[src/rtl/audio_frame_buffer_if.sv]
// Sample-stream, FFT handshake and frame-readout bundle for audio_frame_buffer.
interface audio_frame_buffer_if #(
  parameter int WIDTH     = 12,
  parameter int N         = 64,
  parameter int CNT_WIDTH = 16
);
  logic                 in_valid;
  logic                 in_ready;
  logic [WIDTH-1:0]     in_sample;
  logic [WIDTH-1:0]     time_samples [0:N-1];
  logic                 fft_rst;
  logic                 fft_start;
  logic                 fft_done;
  logic [CNT_WIDTH-1:0] frame_count;
  logic                 overrun;
  logic                 overrun_clr;

  modport master (
    output in_valid, in_sample, fft_done, overrun_clr,
    input  in_ready, time_samples, fft_rst, fft_start, frame_count, overrun
  );

  modport slave (
    input  in_valid, in_sample, fft_done, overrun_clr,
    output in_ready, time_samples, fft_rst, fft_start, frame_count, overrun
  );
endinterface

[src/rtl/audio_frame_buffer.sv]
// Ping-pong frame collector feeding the FFT: fills one bank while the other is
// presented on time_samples, then sequences the FFT reset/start handshake.
module audio_frame_buffer #(
  parameter int WIDTH         = 12,
  parameter int N             = 64,
  parameter int OFFSET_BINARY = 1,
  parameter int CNT_WIDTH     = 16
) (
  input  logic                  clk,
  input  logic                  rst_n,
  audio_frame_buffer_if.slave   bus
);
  localparam int PW = $clog2(N);
  localparam logic [PW-1:0] LAST = PW'(N - 1);

  typedef enum logic [1:0] {FILL, HOLD, KICK_RST, KICK_START} state_t;

  state_t               state_q;
  logic                 wbank_q;
  logic [PW-1:0]        wptr_q;
  logic                 busy_q;
  logic                 in_ready_q;
  logic                 fft_rst_q;
  logic                 fft_start_q;
  logic [CNT_WIDTH-1:0] frame_count_q;
  logic                 overrun_q;
  logic                 overrun_d;
  logic [WIDTH-1:0]     sample_d;
  logic [WIDTH-1:0]     bank_q [2][N];
  logic                 accept;

  assign accept = bus.in_valid && in_ready_q;

  always_comb begin
    sample_d = bus.in_sample;
    if (OFFSET_BINARY != 0) sample_d[WIDTH-1] = ~bus.in_sample[WIDTH-1];
  end

  // Set wins over a simultaneous clear.
  always_comb begin
    overrun_d = overrun_q;
    if (bus.overrun_clr) overrun_d = 1'b0;
    if (bus.in_valid && !in_ready_q) overrun_d = 1'b1;
  end

  always_ff @(posedge clk or negedge rst_n) begin
    if (!rst_n) begin
      for (int unsigned b = 0; b < 2; b++)
        for (int unsigned i = 0; i < N; i++)
          bank_q[b][i] <= '0;
    end else if (accept) begin
      bank_q[wbank_q][wptr_q] <= sample_d;
    end
  end

  always_ff @(posedge clk or negedge rst_n) begin
    if (!rst_n) begin
      state_q       <= FILL;
      wbank_q       <= 1'b0;
      wptr_q        <= '0;
      busy_q        <= 1'b0;
      in_ready_q    <= 1'b1;
      fft_rst_q     <= 1'b0;
      fft_start_q   <= 1'b0;
      frame_count_q <= '0;
      overrun_q     <= 1'b0;
    end else begin
      fft_rst_q   <= 1'b0;
      fft_start_q <= 1'b0;
      overrun_q   <= overrun_d;
      if (busy_q && bus.fft_done && state_q != KICK_START) busy_q <= 1'b0;
      case (state_q)
        FILL: begin
          if (accept) begin
            wptr_q <= wptr_q + 1'b1;
            if (wptr_q == LAST) begin
              in_ready_q <= 1'b0;
              if (!busy_q) begin
                state_q   <= KICK_RST;
                fft_rst_q <= 1'b1;
              end else begin
                state_q <= HOLD;
              end
            end
          end
        end
        HOLD: begin
          if (!busy_q) begin
            state_q   <= KICK_RST;
            fft_rst_q <= 1'b1;
          end
        end
        KICK_RST: begin
          wbank_q       <= ~wbank_q;
          wptr_q        <= '0;
          frame_count_q <= frame_count_q + 1'b1;
          fft_start_q   <= 1'b1;
          state_q       <= KICK_START;
        end
        KICK_START: begin
          busy_q     <= 1'b1;
          in_ready_q <= 1'b1;
          state_q    <= FILL;
        end
        default: state_q <= FILL;
      endcase
    end
  end

  assign bus.in_ready    = in_ready_q;
  assign bus.fft_rst     = fft_rst_q;
  assign bus.fft_start   = fft_start_q;
  assign bus.frame_count = frame_count_q;
  assign bus.overrun     = overrun_q;

  always_comb begin
    for (int unsigned i = 0; i < N; i++)
      bus.time_samples[i] = bank_q[~wbank_q][i];
  end
endmodule

[src/flat_wrapper.sv]
// flat-port wrapper written by rule: the top's interface ports become plain ports
module audio_frame_buffer_flat 
#(
  parameter int WIDTH         = 12,
  parameter int N             = 64,
  parameter int OFFSET_BINARY = 1,
  parameter int CNT_WIDTH     = 16
)
  (clk, rst_n, bus_in_valid, bus_in_sample, bus_fft_done, bus_overrun_clr, bus_in_ready, bus_time_samples, bus_fft_rst, bus_fft_start, bus_frame_count, bus_overrun);
  audio_frame_buffer_if #(.WIDTH(WIDTH), .N(N), .CNT_WIDTH(CNT_WIDTH)) bus_i ();
  input  logic clk;
  input  logic rst_n;
  input wire logic [$bits(bus_i.in_valid)-1:0] bus_in_valid;
  input wire logic [$bits(bus_i.in_sample)-1:0] bus_in_sample;
  input wire logic [$bits(bus_i.fft_done)-1:0] bus_fft_done;
  input wire logic [$bits(bus_i.overrun_clr)-1:0] bus_overrun_clr;
  output wire logic [$bits(bus_i.in_ready)-1:0] bus_in_ready;
  output wire logic [$bits(bus_i.time_samples)-1:0] bus_time_samples;
  output wire logic [$bits(bus_i.fft_rst)-1:0] bus_fft_rst;
  output wire logic [$bits(bus_i.fft_start)-1:0] bus_fft_start;
  output wire logic [$bits(bus_i.frame_count)-1:0] bus_frame_count;
  output wire logic [$bits(bus_i.overrun)-1:0] bus_overrun;
  assign bus_i.in_valid = bus_in_valid;
  assign bus_i.in_sample = bus_in_sample;
  assign bus_i.fft_done = bus_fft_done;
  assign bus_i.overrun_clr = bus_overrun_clr;
  assign bus_in_ready = bus_i.in_ready;
  assign bus_time_samples = {>>{bus_i.time_samples}};
  assign bus_fft_rst = bus_i.fft_rst;
  assign bus_fft_start = bus_i.fft_start;
  assign bus_frame_count = bus_i.frame_count;
  assign bus_overrun = bus_i.overrun;
  audio_frame_buffer #(.WIDTH(WIDTH), .N(N), .OFFSET_BINARY(OFFSET_BINARY), .CNT_WIDTH(CNT_WIDTH)) u_core (.clk(clk), .rst_n(rst_n), .bus(bus_i));
endmodule
[config.mk]
export PLATFORM = sky130hd
export DESIGN_NAME = audio_frame_buffer_flat
export DESIGN_NICKNAME = d
export VERILOG_FILES = /design/src/rtl/audio_frame_buffer_if.sv /design/src/rtl/audio_frame_buffer.sv /design/src/flat_wrapper.sv
export SDC_FILE = /design/constraint.sdc
export NUM_CORES = 2
export LEC_CHECK = 0
export CAP_MARGIN = 40
export CORE_MARGIN = 2
export CORE_UTILIZATION = 48
export DETAILED_ROUTE_END_ITERATION = 10
export GPL_TIMING_DRIVEN = 0
export HOLD_SLACK_MARGIN = 0.15
export MAX_ROUTING_LAYER = met4
export PLACE_DENSITY = 0.82
export SYNTH_ARGS = -nofsm -noshare
export SYNTH_HDL_FRONTEND = slang
export SYNTH_SLANG_ARGS = --single-unit
[constraint.sdc]
create_clock -name clk -period 4.3 [get_ports clk]
set_clock_uncertainty 0.1 [all_clocks]
set_input_delay 0.43 -clock clk [delete_from_list [all_inputs] [get_ports clk]]
set_output_delay 0.43 -clock clk [all_outputs]
set_load 0.02 [all_outputs]
# ---- Word-level counts from Yosys, hierarchy flattened
# Cells that the tools add are included.
dict set report word_totals {
  reg_bits 1566
  inputBits 17
  output_inout_bits 788
  wordCells 199
}
dict set report op_classes {
  addsub 2
  magnitude_cmp 5
  eq_ne 8
  muxes 27
  bitwise 5
  reduce_logical 15
}
# operator n
set op_table {}
lappend op_table {{768-bit 2-to-1 mux} 4}
lappend op_table {{1536-bit bitwise mux} 1}
lappend op_table {{768-bit demux with 1-bit select} 1}
lappend op_table {{12-bit demux with 6-bit select} 1}
lappend op_table {{16-bit by 1-bit adder with 16-bit output, second input constant} 1}
lappend op_table {{12-bit 2-to-1 mux} 1}
lappend op_table {{6-bit one-hot mux with 2 select lines} 1}
lappend op_table {{1-bit 2-to-1 mux} 10}
lappend op_table {{2-bit 2-to-1 mux} 4}
lappend op_table {{2-bit one-hot mux with 4 select lines} 1}
lappend op_table {{2-bit nonzero test} 4}
lappend op_table {{7-bit >= comparator, second input constant} 1}
lappend op_table {{7-bit by 1-bit less-than comparator with 1-bit output, second input constant} 1}
lappend op_table {{6-bit NOT with 7-bit output} 1}
lappend op_table {{6-bit by 1-bit adder with 6-bit output, second input constant} 1}
lappend op_table {{6-bit equality test, second input constant} 1}
lappend op_table {{1-bit logical AND} 6}
lappend op_table {{6-bit 2-to-1 mux} 1}
lappend op_table {{3-bit AND reduction} 2}
lappend op_table {{2-bit equality test, second input constant} 2}
lappend op_table {{2-bit >= comparator, second input constant} 2}
lappend op_table {{2-bit by 1-bit inequality test with 1-bit output, second input constant} 2}
lappend op_table {{2-bit inequality test, second input constant} 2}
lappend op_table {{1-bit NOT with 2-bit output} 2}
lappend op_table {{7 further kinds} 9}

# ---- Longest topological paths before layout
dict set report logic_depth {
  depth_word 8
  depth_mapped 8
  ltp_nobuf 6
}

# ---- Least setup slack after synthesis
# Ideal clock, no wire load.
dict set report synth_path {
  path_type {flip-flop to flip-flop}
  start {register u_core.in_ready_q, in the netlist u_core.bus.in_ready}
  end {register u_core.bank_q[542] (netlist bit)}
  setup_ns 0.125
  arrival_ns 2.019
  required_ns 4.075
  path_slack_ns 2.056
  stages_incl_launch_ff 8
  path_buffers 3
  period_less_slack_ns 2.244
  cell_sequence {dfstp_2 > buf_4 > and4b_1 > buf_6 > nand2_2 > nor2_2 > buf_4 > mux2_2}
}
dict set report synth_via {
  elab_chain_len 1
}
# item line
set synth_rtl {}
lappend synth_rtl {{start: declaration} audio_frame_buffer.sv:22} ;# logic in_ready_q;
lappend synth_rtl {{start signal: assignment} audio_frame_buffer.sv:62} ;# in_ready_q <= 1'b1;
lappend synth_rtl {{start signal: assignment} audio_frame_buffer.sv:77} ;# in_ready_q <= 1'b0;
lappend synth_rtl {{start signal: assignment} audio_frame_buffer.sv:102} ;# in_ready_q <= 1'b1;
lappend synth_rtl {{1-bit logical AND} audio_frame_buffer.sv:32} ;# assign accept = bus.in_valid && in_ready_q;
lappend synth_rtl {{end signal: indexed assignment} audio_frame_buffer.sv:52} ;# bank_q[wbank_q][wptr_q] <= sample_d;
lappend synth_rtl {{end: declaration} audio_frame_buffer.sv:29} ;# logic [WIDTH-1:0] bank_q [2][N];
# No other way between the ends.
# A chain may end at the register's enable or synchronous reset.

# ---- Worst setup path after layout
dict set report layout_path {
  start {register u_core.wbank_q}
  end {output bus_time_samples[529]}
}
dict set report layout_via {
  elab_chain_len 5
}
# item line
set layout_rtl {}
lappend layout_rtl {{start: declaration} audio_frame_buffer.sv:19} ;# logic wbank_q;
lappend layout_rtl {{start signal: assignment} audio_frame_buffer.sv:94} ;# wbank_q <= ~wbank_q;
lappend layout_rtl {{1-bit NOT} audio_frame_buffer.sv:118} ;# bus.time_samples[i] = bank_q[~wbank_q][i];
lappend layout_rtl {{1-bit NOT with 2-bit output} audio_frame_buffer.sv:118}
lappend layout_rtl {{768-bit 2-to-1 mux (3 in series)} n/a}
lappend layout_rtl {{end: declaration} flat_wrapper.sv:18} ;# output wire logic [$bits(bus_i.time_samples)-1:0] bus_time_samples;
# No other way between the ends. The select of a mux whose other input is x is not followed.

==> metrics <==
status=complete, no violations; core area=0.1440 sq mm; required time worst endpoint=3770 ps; Static Leakage=42.74 nW; r2r endpoint=u_core.bank_q[1347]; Startpoint Class=flip-flop; initial antenna violation count=31; share of layout cells above drive strength 1=45.48%; Switch Pwr=16.98 mW; most frequent cells in the layout=mux2_2, dfrtp_1, clkdlybuf4s50_1; Setup Fix Bufs, Post-CTS=0; PortBufs=792; unrepaired setup endpoints after global routing=false; Clock Root Buffer=clkbuf_16; DRC=0; Final min period=4228 ps; Synth Cell Area=0.06984 sq mm; total wire length=271600 microns; Initial Util=48.50%; VDD IR max=0.4665 mV; area of the die=0.1486 sq mm; Die Y=385.5 microns; vias after detailed routing=46810; Clock Sinks=1566; routed length per instance=34.41 microns; Ys Warns=0; Slew Limit Fails=0; final hold violations=0; placed cells=7558; most common cell after layout, fill and taps aside=mux2_2; Async SR Flop Fraction=100.0%; first-pass GRT wire length=372200 microns; area grow syn2layout=26.06%; cell count after synthesis=4724; fmax=236.5 MHz; Max Cap Viol=0; vias in the first global route=48100; clock transition at the registers of the reported paths=60 ps; Place WS=-47.68 ps; Max-slew headroom=19.41%; routability cong.=0.9563; Detailed Routing Iterations Pass 1=5; Clock Tree Buf Depth=3; num ports=805; Period Utilization, post-route=98.33%; Final Instance Count excl. Fillers=7893; Logic pwr share=33.4%; endpoint class of the critical path=output pin; Die X=385.5 microns; CP startpoint=u_core.wbank_q; Final ANT Viol Nets=0; worst setup margin=71.83 ps; CTS tree=built; Mean Syn Cell Area=14.78 sq um; clock power share=29.6%; final net count=5856; H-tree level count=4; Vias per Instance=5.931; flip-flop and latch count after synthesis=1566; post-synthesis sequential area ratio=56.11%; internal power=33.28 mW; worst setup path class=reg -> out; largest net degree at the start of global routing=186; Setup TNS Final=0 ps; Main synth FF type=dfrtp_1; Worst EP arrival=3700 ps; Sw Share=33.78%; CTS buffer count=163; starting DRC count in detailed routing=4080; worst r2r path cells=7; count of different cell masters after synthesis=58; DP HPWL=204900 microns; Post-Synthesis Net Count=4748; GRT Residual Overflow=0; Critical Path Fanout Max=10; PwrDens=570.8 mW/mm^2; Placed Area=0.08216 sq mm; flop2flop setup slack=1130 ps; Clk Latency, worst-skew pair=820 ps; actual slew at the worst max-slew pin=1209 ps; launching point of the worst reg2reg path=u_core.wptr_q[0]; final setup fails=0; EDFF count, synth=0; worst min path class=in -> async; Seq pwr share=37.1%; total global routing track utilization=37.28%; Core Rows=139; fin area=0.08804 sq mm
[synthesized netlist by cell type, drive strengths merged, types with 3 or more instances]
library cell / number / area (sq um)
nand3: 23 / 170.2
or3: 6 / 42.54
xnor2: 13 / 113.9
and3: 22 / 137.6
inv: 32 / 120.1
o22ai: 3 / 18.77
and3b: 3 / 26.28
a32o: 5 / 50.05
dfrtp: 1565 / 39160
nand2b: 4 / 35.03
and4: 3 / 26.28
nor3: 26 / 306.5
o21ai: 58 / 290.3
clkbuf: 198 / 743.2
nand2: 87 / 341.6
nor2: 86 / 369.1
xor2: 3 / 26.28
nor4: 25 / 496.7
and2b: 3 / 22.52
ha: 7 / 87.58
mux2i: 26 / 260.3
nand4: 32 / 456.7
a21oi: 65 / 325.3
mux2: 2165 / 24470
buf: 246 / 1543
[registers in the layout (all words and copies together), names as in the netlist]
name / cells
u_core.bus.in_ready: 1
u_core.bus.overrun: 1
u_core.bus.frame_count: 16
u_core.wbank_q: 1
u_core.bus.fft_start: 1
u_core.busy_q: 1
u_core.state_q: 2
u_core.bus.fft_rst: 1
u_core.wptr_q: 6
u_core.bank_q: 1536
[through the flow]
stage | hold slack, ps | util [%] | power [mW]
2_1_floorplan | 34.41 | - | 27.43
3_3_place_gp | 355.8 | 55.66 | 34.80
3_5_place_dp | 367.0 | 57.06 | 35.30
4_1_cts | 198.9 | 61.06 | 50.19
5_1_grt | 217.4 | 61.12 | 51.76
6_report | 164.3 | 61.14 | 50.26
[cell type report]
cell class | count | area [sq um]
diodes | 22 | 55.05
plain buffers | 443 | 2342
clock buffers | 239 | 4806
clock inverters | 62 | 828.3
fillers | 10810 | 55960
inverters | 32 | 120.1
multi-input cells | 2682 | 28250
flip-flops and latches | 1566 | 39190
well taps | 1903 | 2381
repair buffers | 944 | 10070
[what timing repair did]
action | 4_1_cts | 5_1_grt
hold endpoints to repair | 181 | 4
gates cloned | 0 | 1
hold buffers | 9 | 1
gates resized for setup | 15 | 1
setup endpoints to repair | 136 | 180
[critical path: stages, from the launching register on]
cell and delay [ps]:
dfrtp_1 560, buf_4 290, clkbuf_1 300, buf_8 200, buf_2 400, mux2_2 400, clkdlybuf4s50_1 720
[worst max path at each step]
| stage | endpoint | slack [ps] |
|---|---|---|
| 2_1_floorplan | u_core.bank_q[542] | 2060 |
| 3_3_place_gp | u_core.bank_q[1228] | -66110 |
| 3_5_place_dp | u_core.bank_q[460] | -50 |
| 4_1_cts | bus_time_samples[147] | 40 |
| 5_1_grt | bus_time_samples[529] | 40 |
| 6_report | bus_time_samples[529] | 70 |
[power groups by stage]
stage                     Combinational [mW]  Sequential (mW)  Clock (mW)
after detailed placement                16.5             18.8           0
after floorplan                         9.09             18.3           0
after global placement                  16.0             18.8           0
after global routing                    17.3             18.9        15.6
after CTS                               16.7             18.5        14.9
final                                   16.8             18.6        14.9
[cells by family (layout without fill, tap and decap cells)]
logic type	after synthesis	count (layout)	share of synthesized area, %
other	0	22	0
AOI/OAI and AO/OA	135	135	1.023
and+or+nand+nor	333	333	3.687
muxes	2191	2191	35.41
adders and majority gates	7	7	0.1254
buffers and inverters	476	1720	3.445
DFF	1566	1566	56.11
xor gates and xnor gates	16	16	0.2007
[metal layers]
metal / vias up / GRT usage [%] / routed length (microns)
met1: 25120 / 48.67 / 111600
li1: 18930 / - / -
met3: 514 / 8.597 / 22640
met4: 0 / 16.37 / 13440
met5: - / - / 0
met2: 2249 / 55.75 / 123900
Power figures use the tool's default switching activity.
